==> src/rtl/gfx_pkg.sv <==
// gfx_pkg: shared state encoding, texel size and RGB565 expansion for the fragment texture stage
package gfx_pkg;
  typedef enum logic [4:0] {
    IDLE  = 5'b00001,
    ADDR  = 5'b00010,
    FETCH = 5'b00100,
    OUT   = 5'b01000,
    ACK   = 5'b10000
  } frag_state_e;
  localparam int TEXEL_BPP = 16;
  function automatic logic [31:0] rgb565_to_argb(input logic [7:0] a, input logic [15:0] texel);
    return {a, texel[15:11], texel[15:13], texel[10:5], texel[10:9], texel[4:0], texel[4:2]};
  endfunction
endpackage

==> src/rtl/gfx_texel_extract.sv <==
// gfx_texel_extract: selects one RGB565 texel from a memory word and expands it to ARGB
module gfx_texel_extract
  import gfx_pkg::*;
#(
  parameter int MDW = 256
) (
  input  logic [MDW-1:0]                     data,
  input  logic [$clog2(MDW/TEXEL_BPP)-1:0]   lane,
  input  logic [7:0]                         a,
  output logic [31:0]                        argb
);
  assign argb = rgb565_to_argb(a, data[32'(lane) * TEXEL_BPP +: TEXEL_BPP]);
endmodule

==> src/rtl/gfx_fragment_tex.sv <==
// gfx_fragment_tex: fragment stage with clamped RGB565 texture fetch; GFX_FRAG_COLORKEY_EN builds colour-key discard
module gfx_fragment_tex
  import gfx_pkg::*;
#(
  parameter int point_width = 16,
  parameter int MDW = 256
) (
  input  logic                   clk_i,
  input  logic                   rst_ni,
  input  logic                   texture_enable_i,
  input  logic [31:0]            tex_base_i,
  input  logic [point_width-1:0] tex_size_x_i,
  input  logic [point_width-1:0] tex_size_y_i,
  input  logic                   colorkey_enable_i,
  input  logic [31:0]            colorkey_i,
  input  logic [point_width-1:0] pixel_x_i,
  input  logic [point_width-1:0] pixel_y_i,
  input  logic [point_width-1:0] pixel_z_i,
  input  logic [point_width-1:0] u_i,
  input  logic [point_width-1:0] v_i,
  input  logic [7:0]             a_i,
  input  logic [31:0]            color_i,
  input  logic                   write_i,
  output logic                   ack_o,
  output logic                   tex_request_o,
  output logic [31:0]            tex_addr_o,
  input  logic                   tex_ack_i,
  input  logic [MDW-1:0]         tex_data_i,
  input  logic                   wbm_busy_i,
  output logic [point_width-1:0] pixel_x_o,
  output logic [point_width-1:0] pixel_y_o,
  output logic [point_width-1:0] pixel_z_o,
  output logic [7:0]             a_o,
  output logic [31:0]            color_o,
  output logic                   write_o,
  input  logic                   ack_i
);
  localparam int OB = $clog2(MDW / 8);
  frag_state_e state_q, state_d;
  logic [point_width-1:0] u_q, v_q, sx, sy, uc, vc;
  logic [OB-2:0] lane_q;
  logic [31:0] idx, byte_addr, argb;
  logic keyed, unused_ok;
  assign sx = tex_size_x_i == '0 ? point_width'(1) : tex_size_x_i;
  assign sy = tex_size_y_i == '0 ? point_width'(1) : tex_size_y_i;
  assign uc = u_q < sx ? u_q : sx - 1'b1;
  assign vc = v_q < sy ? v_q : sy - 1'b1;
  assign idx = 32'(vc) * 32'(sx) + 32'(uc);
  assign byte_addr = tex_base_i + (idx << 1);
  gfx_texel_extract #(.MDW(MDW)) u_ext (
    .data (tex_data_i),
    .lane (lane_q),
    .a    (a_o),
    .argb (argb)
  );
`ifdef GFX_FRAG_COLORKEY_EN
  assign keyed = colorkey_enable_i && ((argb ^ colorkey_i) & 32'h00FF_FFFF) == '0;
  assign unused_ok = byte_addr[0];
`else
  assign keyed = 1'b0;
  assign unused_ok = ^{byte_addr[0], colorkey_enable_i, colorkey_i};
`endif
  always_comb begin
    state_d = state_q;
    case (state_q)
      IDLE:    state_d = write_i ? (texture_enable_i ? ADDR : OUT) : IDLE;
      ADDR:    state_d = FETCH;
      FETCH:   state_d = tex_ack_i ? (keyed ? ACK : OUT) : FETCH;
      OUT:     state_d = (write_o && ack_i) ? ACK : OUT;
      ACK:     state_d = IDLE;
      default: state_d = IDLE;
    endcase
  end
  always_ff @(posedge clk_i) begin
    if (!rst_ni) begin
      state_q       <= IDLE;
      ack_o         <= 1'b0;
      tex_request_o <= 1'b0;
      tex_addr_o    <= '0;
      pixel_x_o     <= '0;
      pixel_y_o     <= '0;
      pixel_z_o     <= '0;
      a_o           <= '0;
      color_o       <= '0;
      write_o       <= 1'b0;
      u_q           <= '0;
      v_q           <= '0;
      lane_q        <= '0;
    end else begin
      state_q <= state_d;
      ack_o   <= state_d == ACK;
      if (state_q == IDLE && write_i) begin
        pixel_x_o <= pixel_x_i;
        pixel_y_o <= pixel_y_i;
        pixel_z_o <= pixel_z_i;
        a_o       <= a_i;
        u_q       <= u_i;
        v_q       <= v_i;
        if (!texture_enable_i) color_o <= color_i;
      end
      if (state_q == ADDR) begin
        tex_addr_o <= byte_addr & ~(32'(MDW / 8) - 32'd1);
        lane_q     <= byte_addr[OB-1:1];
      end
      if (state_q == FETCH) begin
        tex_request_o <= tex_ack_i ? 1'b0 : (tex_request_o | ~wbm_busy_i);
        if (tex_ack_i && !keyed) color_o <= argb;
      end
      if (state_q == OUT) write_o <= ~(write_o & ack_i);
    end
  end
endmodule

==> config.mk <==
export PLATFORM = sky130hd
export DESIGN_NAME = gfx_fragment_tex
export DESIGN_NICKNAME = d
export VERILOG_FILES = /design/src/rtl/gfx_pkg.sv /design/src/rtl/gfx_texel_extract.sv /design/src/rtl/gfx_fragment_tex.sv
export SDC_FILE = /design/constraint.sdc
export NUM_CORES = 1
export LEC_CHECK = 0
export ABC_AREA = 1
export CAP_MARGIN = 40
export CORE_UTILIZATION = 35
export DETAILED_ROUTE_END_ITERATION = 16
export GPL_TIMING_DRIVEN = 0
export PLACE_DENSITY_LB_ADDON = 0.1
export SLEW_MARGIN = 10
export SYNTH_ARGS = -nofsm -noshare
export SYNTH_HDL_FRONTEND = slang
export SYNTH_HIERARCHICAL = 1
export SYNTH_SLANG_ARGS = --single-unit
==> constraint.sdc <==
create_clock -name clk_i -period 10.85 [get_ports clk_i]
set_input_delay 1.085 -clock clk_i [delete_from_list [all_inputs] [get_ports clk_i]]
set_output_delay 1.085 -clock clk_i [all_outputs]
set_load 0.005 [all_outputs]
# After elaboration in Yosys (flattened, before gate mapping)
# Cells that the tools add are included.
[totals]
wordCells = 48
input_bits = 480
latchBits = 0
out_inout_bits = 123
memories = 0
ff_bits = 159
ramBits = 0
romBits = 0
[classes]
n_eq_ne = 5
shifts = 1
n_addsub = 4
multipliers = 1
mux = 14
magnitude_cmp = 2
bitwise = 4
reduce_logical = 4
n_div = 0
[ops]
columns = ["op", "count"]
rows = [
  ["256-bit by 9-bit variable part select with 16-bit output", 1],
  ["32-bit 2-to-1 mux", 4],
  ["16-bit 2-to-1 mux", 4],
  ["32-bit adder", 1],
  ["16-bit logical NOT", 2],
  ["16-bit < comparator", 2],
  ["16-bit by 1-bit subtractor with 16-bit output (second input constant)", 2],
  ["31-bit by 16-bit adder with 31-bit output", 1],
  ["16-bit by 16-bit multiplier with 31-bit output", 1],
  ["5-bit case mux with 4 select lines", 1],
  ["4-bit 2-to-1 mux", 3],
  ["5-bit by 1-bit equality test with 1-bit output (second input constant)", 1],
  ["5-bit by 2-bit equality test with 1-bit output (second input constant)", 1],
  ["5-bit by 3-bit equality test with 1-bit output (second input constant)", 1],
  ["5-bit by 4-bit equality test with 1-bit output (second input constant)", 1],
  ["5-bit equality test (second input constant)", 1],
  ["5-bit 2-to-1 mux", 1],
  ["1-bit logical AND", 2],
  ["1-bit inverter", 2],
  ["1-bit AND", 1],
  ["1-bit 2-to-1 mux", 1],
  ["1-bit OR", 1],
]

# Logic depth before layout (Yosys ltp)
# Gate-level depths: netlist of run 1.
[depth]
depth_word = 7
depth_mapped = 56
ltp_nobuf = 55

# Cells and area by module
# The synthesis of run 1 kept the hierarchy.
[by_module_without_submodules]
columns = ["mod", "cells_per_inst", "n_inst", "seq_area_each_um2", "area_per_inst_um2"]
rows = [
  ["gfx_fragment_tex", 2385, 1, 3183.1, 17814.6],
  ["gfx_texel_extract", 791, 1, 0.0, 3387.0],
]

# Least setup slack after synthesis of run 1
# Ideal clock, no wire load.
[synth_path]
path_type = "in2reg"
from = "in tex_size_y_i[11]"
to = "reg tex_addr_o[31]"
arrival_time_ns = 8.662
setup_ns = 0.109
t_required_ns = 10.741
setup_slack_ns = 2.079
stages = 46
n_path_buf = 2
path_cell_list = "inv_1 -> ha_1 -> nand2_1 -> inv_1 -> nand3_1 -> a31oi_1 -> a2111oi_2 -> nand2_4 -> buf_6 -> nand3_1 -> nand2_2 -> inv_2 -> buf_4 -> nand2_1 -> fa_1 -> fa_1 -> fa_1 -> fa_1 -> [10 not listed] -> nand2_1 -> nand2_1 -> nand2_1 -> nand2_1 -> a21oi_1 -> o21bai_1 -> xor2_1 -> ha_1 -> inv_1 -> nor3_1 -> nand2_1 -> nor4_1 -> nand2_1 -> o2111ai_1 -> nand3b_1 -> nand3_1 -> nand2_1 -> inv_1"
[synth_via]
elab_chain_cells = 7
elab_cells_between_ends = 8
classes_between = "add/sub: 3; mul: 1; order compare: 1; mux: 2; reduce/logical: 1"
[synth_lines]
columns = ["element", "line_no", "rtl"]
rows = [
  ["start, declared", "gfx_fragment_tex.sv:13", "input logic [point_width-1:0] tex_size_y_i,"],
  ["16-bit logical NOT", "gfx_fragment_tex.sv:45", "assign sy = tex_size_y_i == '0 ? point_width'(1) : tex_size_y_i;"],
  ["16-bit 2-to-1 mux (*)", "gfx_fragment_tex.sv:45", ""],
  ["16-bit by 1-bit subtractor with 16-bit output / 16-bit < comparator (equally long branches)", "gfx_fragment_tex.sv:47", "assign vc = v_q < sy ? v_q : sy - 1'b1;"],
  ["16-bit 2-to-1 mux (*)", "gfx_fragment_tex.sv:47", ""],
  ["16-bit by 16-bit multiplier with 31-bit output (*)", "gfx_fragment_tex.sv:48", "assign idx = 32'(vc) * 32'(sx) + 32'(uc);"],
  ["31-bit by 16-bit adder with 31-bit output (*)", "gfx_fragment_tex.sv:48", ""],
  ["32-bit adder (*)", "gfx_fragment_tex.sv:49", "assign byte_addr = tex_base_i + (idx << 1);"],
  ["end signal, assigned", "gfx_fragment_tex.sv:102", "tex_addr_o <= byte_addr & ~(32'(MDW / 8) - 32'd1);"],
  ["end, declared", "gfx_fragment_tex.sv:26", "output logic [31:0] tex_addr_o,"],
]
# Mark *: on every way between the ends. The rest lies on a longest branch, timed or not.
# A chain may end at the register's enable or synchronous reset.

# Worst setup path after layout of run 1
[layout_path]
from = "in tex_size_y_i[10]"
to = "reg tex_addr_o[31]"
# Same word-level chain as after synthesis.

==> implementation parameters, run 1 <==
Parameter                              Value

Synth
  Largest family of logic cells by synthesized area    adder cells
  Warning count from the yosys run    6
  Mean Syn Cell Area    ~6.7 um2
  Largest cells by area after synthesis    sky130_fd_sc_hd__fa_1 20%, sky130_fd_sc_hd__dfxtp_1 15%, sky130_fd_sc_hd__nand2_1 14%
  Share of cell area taken by muxes after synthesis    0%
  Synth Area in Adders    between 20% and 30%
  Dominant synthesized flop cell    sky130_fd_sc_hd__dfxtp_1
  Largest area contributor in the netlist    sky130_fd_sc_hd__fa_1
  Register area share after synthesis    between 10% and 20%
  Number of distinct library cells after synthesis    52
  Count of flip-flops with a built-in enable after synthesis    0
  Post-synthesis async set-or-reset flop share    0%
  Post-synthesis share of cell area spent on xor and xnor gates    roughly 2.9%
  Share of the synthesized area in compound gates (AO/OA/AOI/OAI)    roughly a tenth
  Post-Synthesis Cell Area    roughly 0.021 mm2
  Cell count after synthesis    ~3.2k
  Fraction of the mapped netlist area in simple logic gates    a little over a quarter
  Total of flip-flops plus latches after synthesis    159
  Area share of the largest cell type after synthesis    just under 20%

Placed design
  Quantity of I/O buffers inserted on ports    558
  Routability congestion estimate from global placement    between 0.9 and 1
  Post-detailed-placement half-perimeter wirelength    80,900 um

Clock network
  Clock-pin slew of the registers on the worst-case setup and hold paths    about 70 ps
  Number of hold buffers added after cts    0
  H-tree lvl count    4
  Post-CTS Setup Inserts    0
  Clock Sinks    159
  Bufs on Longest Clock Path    2
  Worst-Skew Late Latency    470 ps
  Clock tree from TritonCTS    built
  Number of buffers created by CTS    17
  Post-cts repair resize count    0
  Root buffer selected by CTS    sky130_fd_sc_hd__clkbuf_16

Worst setup path
  Critical Path Max Stage Delay    570 ps
  Type of destination of the critical path    register
  Dominant cell type by count on the critical path    sky130_fd_sc_hd__nand2_1
  Crit path arrival time    between 10,000 and 15,000 ps
  Setup crit start kind    primary input
  Worst-path maximum fanout    10
  Data required time of the critical path    about 11,000 ps
  Critical Path Source    tex_size_y_i[10]
  Crit path max-delay cell type    sky130_fd_sc_hd__clkdlybuf4s50_1
  Worst Path Class, Setup    in2reg
  Number of cell instances on the worst register-to-register path    43
  Reg2Reg Launch Point    v_q[10]
  Reg2reg setup slack    between 1500 and 2000 ps

Global routing
  All-Layer GR Usage    between 30% and 40%
  Initial antenna violation count    12
  Pin count of the biggest net entering global routing    17
  Global-route wire length before repair    between 100,000 and 150,000 um
  GRT Residual Overflow    0
  Vias in the first global route    about 22k

Route
  Number of vias after detailed routing    between 20k and 25k
  Routed wire per std cell    approximately 21 um
  Antenna-violating nets left    0
  Final routed wirelength across all metal layers    ~95,000 um
  Count of routing violations after the opening detailed-route iteration    1,157
  Remaining design rule violation count    0
  Detailed-routing iteration count for the pre-antenna-repair pass    7
  Detail-routed via count per cell    about 5

Worst hold path
  Launch point of the worst hold path    pixel_z_o[10]
  Path class of the lowest-slack min-delay path    reg2reg
  Hold Crit Depth    2

STA
  Setup TNS    0 ps
  Final-report hold violation count    0
  Transition time at the pin with the least slew margin    just over 800 ps
  Number of endpoints failing setup at the final stage    0
  Max Freq    between 90 and 100 MHz
  Relative slew slack    a little under half
  Final cycle utilization of the critical path    93.7%
  Setup repair after global routing missed its margin    false
  Final Max Tran Viols    0
  Clock Skew    about 18 ps
  Time the worst path needs with I/O delays and setup    between 10,000 and 15,000 ps

Die
  Die Outline Area    about 0.062 mm2
  Die Height    248 um
  I/O pin cnt    603
  Core region area    just under 0.06 mm2
  Die X    between 200 and 250 um
  Number of placement rows    between 80 and 90
  Effective utilization at floorplan    between 30% and 40%

Layout
  Share of layout cells above drive strength 1    4.61%
  Most common cell after layout, fill and taps aside    sky130_fd_sc_hd__nand2_1
  Area added between synthesis and finish    34.1%
  Count of nets after finishing    between 4k and 5k
  Most frequent cells in the layout    816 x sky130_fd_sc_hd__nand2_1, 609 x sky130_fd_sc_hd__inv_1, 558 x sky130_fd_sc_hd__clkdlybuf4s50_1

Job
  Max-cap violations    0

Run status
  Status    finished clean
## state kept, by name, indices dropped and copies added (netlist names)
register,cells
pixel_z_o,16
pixel_x_o,16
lane_q,4
state_q,5
a_o,8
tex_addr_o,27
pixel_y_o,16
color_o,32
v_q,16
ack_o,1
tex_request_o,1
u_q,16
write_o,1
## cell usage after synthesis (all sizes together) (4+ instances only)
master / n
inv: 629
a21boi: 6
fa: 210
dfxtp: 159
o211ai: 4
clkbuf: 75
nand2: 830
clkinv: 6
nand3: 267
nor3: 17
xnor2: 18
buf: 84
a211oi: 5
a31oi: 14
xor2: 53
nor2: 270
nand4: 16
o21ai: 153
ha: 166
o21bai: 6
nor4: 8
a21oi: 155
## through the flow
step	utilization [%]	hold WS (ps)	std cells	setup slack, ps	instance area, um2
after global placement	46.7	444	4511	274	27800
after CTS	47.8	465	4547	748	28400
after detailed placement	46.8	456	4517	288	27800
after floorplan	-	448	3180	2080	21200
final	47.8	464	4555	684	28400
after global routing	47.8	482	4552	49.2	28400
## routing by layer
| layer | vias to the layer above | share of wire [%] | wire length, um | GRT usage, % |
|---|---|---|---|---|
| met5 | - | 0.096 | 91 | 0 |
| met4 | 12 | 7.4 | 7020 | 20.9 |
| met3 | 196 | 7.1 | 6710 | 6.04 |
| met2 | 832 | 47 | 45100 | 51.6 |
| met1 | 10600 | 38 | 36100 | 34.3 |
| li1 | 10900 | - | - | - |
## path summary, 6_finish.rpt
check / endpoint
worst max-delay path: tex_addr_o[31]
worst min-delay path: pixel_z_o[10]
worst max register to register: tex_addr_o[31]
worst min register to register: pixel_z_o[10]
## cells by family after synthesis
group	after synthesis
flip-flops	159
adder cells (fa/ha/maj)	376
AND/OR/NAND/NOR	1412
other	1
AO/OA/AOI/OAI	363
XOR/XNOR	71
buffers and inverters	794
## final cells by class
type / count / area [um2]
antenna: 8 / 20.0
buffer: 159 / 850
clock buffer: 21 / 470
clock inverter: 9 / 100
fill: 6301 / 31000
inverter: 635 / 2390
multi-input combinational: 2227 / 14800
sequential: 159 / 3180
tap: 773 / 967
timing repair buffer: 564 / 5660
## critical path, delay by kind of cell
kind	cells	cell delay (ps)
AOI/OAI and AO/OA	9	1950
xor gates and xnor gates	1	160
adders and majority gates	9	4000
buffers and inverters	10	1420
and+or+nand+nor	16	1880
Power of run 1 is left out: the tool's default activity adds up to more than one toggle a clock period on the data nets, which glitch-free logic cannot reach.
==> run 2: changes to the inputs <==
- ABC_CLOCK_PERIOD_IN_PS: not set -> 10850
- REMOVE_ABC_BUFFERS: not set -> 1
==> implementation parameters, run 2 (same netlist as run 1, synthesis figures left out) <==
Parameter                              Value

Route
  Detailed-routing iteration count for the pre-antenna-repair pass    6
  Routed wire per std cell    ~20 um
  Detail-routed via count per cell    approximately 5
  Antenna-violating nets left    0
  Final routed wirelength across all metal layers    87,000 um
  Remaining design rule violation count    0
  Count of routing violations after the opening detailed-route iteration    between 1k and 1.5k
  Number of vias after detailed routing    between 20k and 25k

STA
  Setup TNS    0 ps
  Transition time at the pin with the least slew margin    about 970 ps
  Final worst hold slack    between 400 and 500 ps
  Number of endpoints failing setup at the final stage    0
  Final cycle utilization of the critical path    between 90% and 100%
  Time the worst path needs with I/O delays and setup    between 10,000 and 15,000 ps
  Max Freq    slightly below 100 MHz
  Final Max Tran Viols    0
  Relative slew slack    between 30 and 40%
  Final-report hold violation count    0
  Clock Skew    14.1 ps
  Setup repair after global routing missed its margin    true

Clock network
  Clock Sinks    159
  H-tree lvl count    4
  Clock-pin slew of the registers on the worst-case setup and hold paths    90 ps
  Root buffer selected by CTS    sky130_fd_sc_hd__clkbuf_16
  Number of buffers created by CTS    17
  Worst-Skew Late Latency    490 ps
  Clock tree from TritonCTS    built
  Number of hold buffers added after cts    0
  Bufs on Longest Clock Path    2

Placed design
  Routability congestion estimate from global placement    0.894
  Dpl cell area    between 0.02 and 0.03 mm2
  Quantity of I/O buffers inserted on ports    approximately 560
  Post-detailed-placement half-perimeter wirelength    slightly below 70,000 um

Layout
  Flip-flop count of the largest register after layout    32
  Largest regs    color_o: 32 flops, tex_addr_o: 27 flops
  Number of inserted filler cells in the final layout    between 6k and 7k
  Most frequent cells in the layout    815 x sky130_fd_sc_hd__nand2_1, 604 x sky130_fd_sc_hd__inv_1, 561 x sky130_fd_sc_hd__clkdlybuf4s50_1
  Most common cell after layout, fill and taps aside    sky130_fd_sc_hd__nand2_1
  Area added between synthesis and finish    32.7%
  Count of nets after finishing    roughly 4.5k
  Largest register by flop count    color_o
  Share of layout cells above drive strength 1    ~3.6%
  Design area    about 0.028 mm2

Global routing
  Initial antenna violation count    15
  All-Layer GR Usage    between 20% and 30%
  Pin count of the biggest net entering global routing    100
  GRT Residual Overflow    0
  Vias in the first global route    around 21k
  Global-route wire length before repair    between 100,000 and 150,000 um

Run status
  Status    finished clean

Die
  I/O pin cnt    about 600
  Die Outline Area    0.0616 mm2
  Die X    between 200 and 250 um
  Effective utilization at floorplan    35.7%
  Die Height    ~250 um
  Core region area    approximately 0.059 mm2
  Number of placement rows    between 80 and 90

Worst setup path
  Worst-path maximum fanout    13
  Critical Path Max Stage Delay    slightly above 600 ps
  Dominant cell type by count on the critical path    sky130_fd_sc_hd__inv_1
  Setup crit start kind    primary input
  Reg2Reg Launch Point    v_q[10]
  Type of destination of the critical path    register
  Data required time of the critical path    between 10,000 and 15,000 ps
  Worst Path Class, Setup    in2reg
  Critical Path Source    tex_size_y_i[10]
  Crit path arrival time    around 11,000 ps
  Crit path max-delay cell type    sky130_fd_sc_hd__clkdlybuf4s50_1

Job
  Max-cap violations    0

Worst hold path
  Launch point of the worst hold path    pixel_z_o[15]
  Path class of the lowest-slack min-delay path    reg2reg
## run 2: changes by cell type in the layout (fill, tap and decap cells not counted), moves of 4 or more
cell	change
sky130_fd_sc_hd__buf_1	-6
sky130_fd_sc_hd__inv_1	-5
sky130_fd_sc_hd__buf_2	-24
sky130_fd_sc_hd__clkinv_8	+8
sky130_fd_sc_hd__inv_4	+4
sky130_fd_sc_hd__buf_4	-39
sky130_fd_sc_hd__buf_16	+9
sky130_fd_sc_hd__buf_6	-8
sky130_fd_sc_hd__clkbuf_1	-76
## run 2: timing repair
item	4_1_cts	5_1_grt
setup buffers	0	4
setup endpoints to repair	0	7
gates resized for setup	0	12
## run 2: path summary, 6_finish.rpt
path | end | slack (ps) | cells past startpoint
hold / removal | pixel_z_o[15] | 470 | 2
setup / recovery | tex_addr_o[30] | 460 | 39
hold reg to reg | pixel_z_o[15] | 470 | 2
setup reg to reg | tex_addr_o[30] | 1430 | 37
## run 2: per-layer routing
layer,routed length (um),GRT usage (%),up-vias
li1,-,-,10600
met3,6600,6.50,136
met5,77,0,-
met4,3160,11.6,12
met2,40800,47.8,734
met1,36300,34.5,10100
## run 2: through the flow
step,instances,worst slack [ps],utilization (%)
6_report,4423,463,47.3
5_1_grt,4420,-24.5,47.3
4_1_cts,4408,122,47.1
3_5_place_dp,4376,-396,46.0
3_3_place_gp,4357,-565,45.4
2_1_floorplan,3021,1920,-
## run 2: final cells by class
| cell class | instances | area (um2) | share of cell area [%] |
|---|---|---|---|
| sequential | 159 | 3190 | 11.3 |
| timing repair buffer | 586 | 6030 | 21.4 |
| clock buffer | 17 | 425 | 1.51 |
| tap | 773 | 967 | 3.44 |
| multi-input combinational | 2228 | 14900 | 52.9 |
| clock inverter | 15 | 209 | 0.743 |
| inverter | 635 | 2400 | 8.55 |
| antenna | 10 | 25.0 | 0.0890 |
## run 2: worst max-delay path: cells and delay by family
kind	cells	cell delay, ps
buffers and inverters	9	1390
adders and majority gates	9	4170
AOI/OAI and AO/OA	11	2800
xor gates and xnor gates	1	280
and+or+nand+nor	9	1010
Power of run 2 is left out for the same reason.
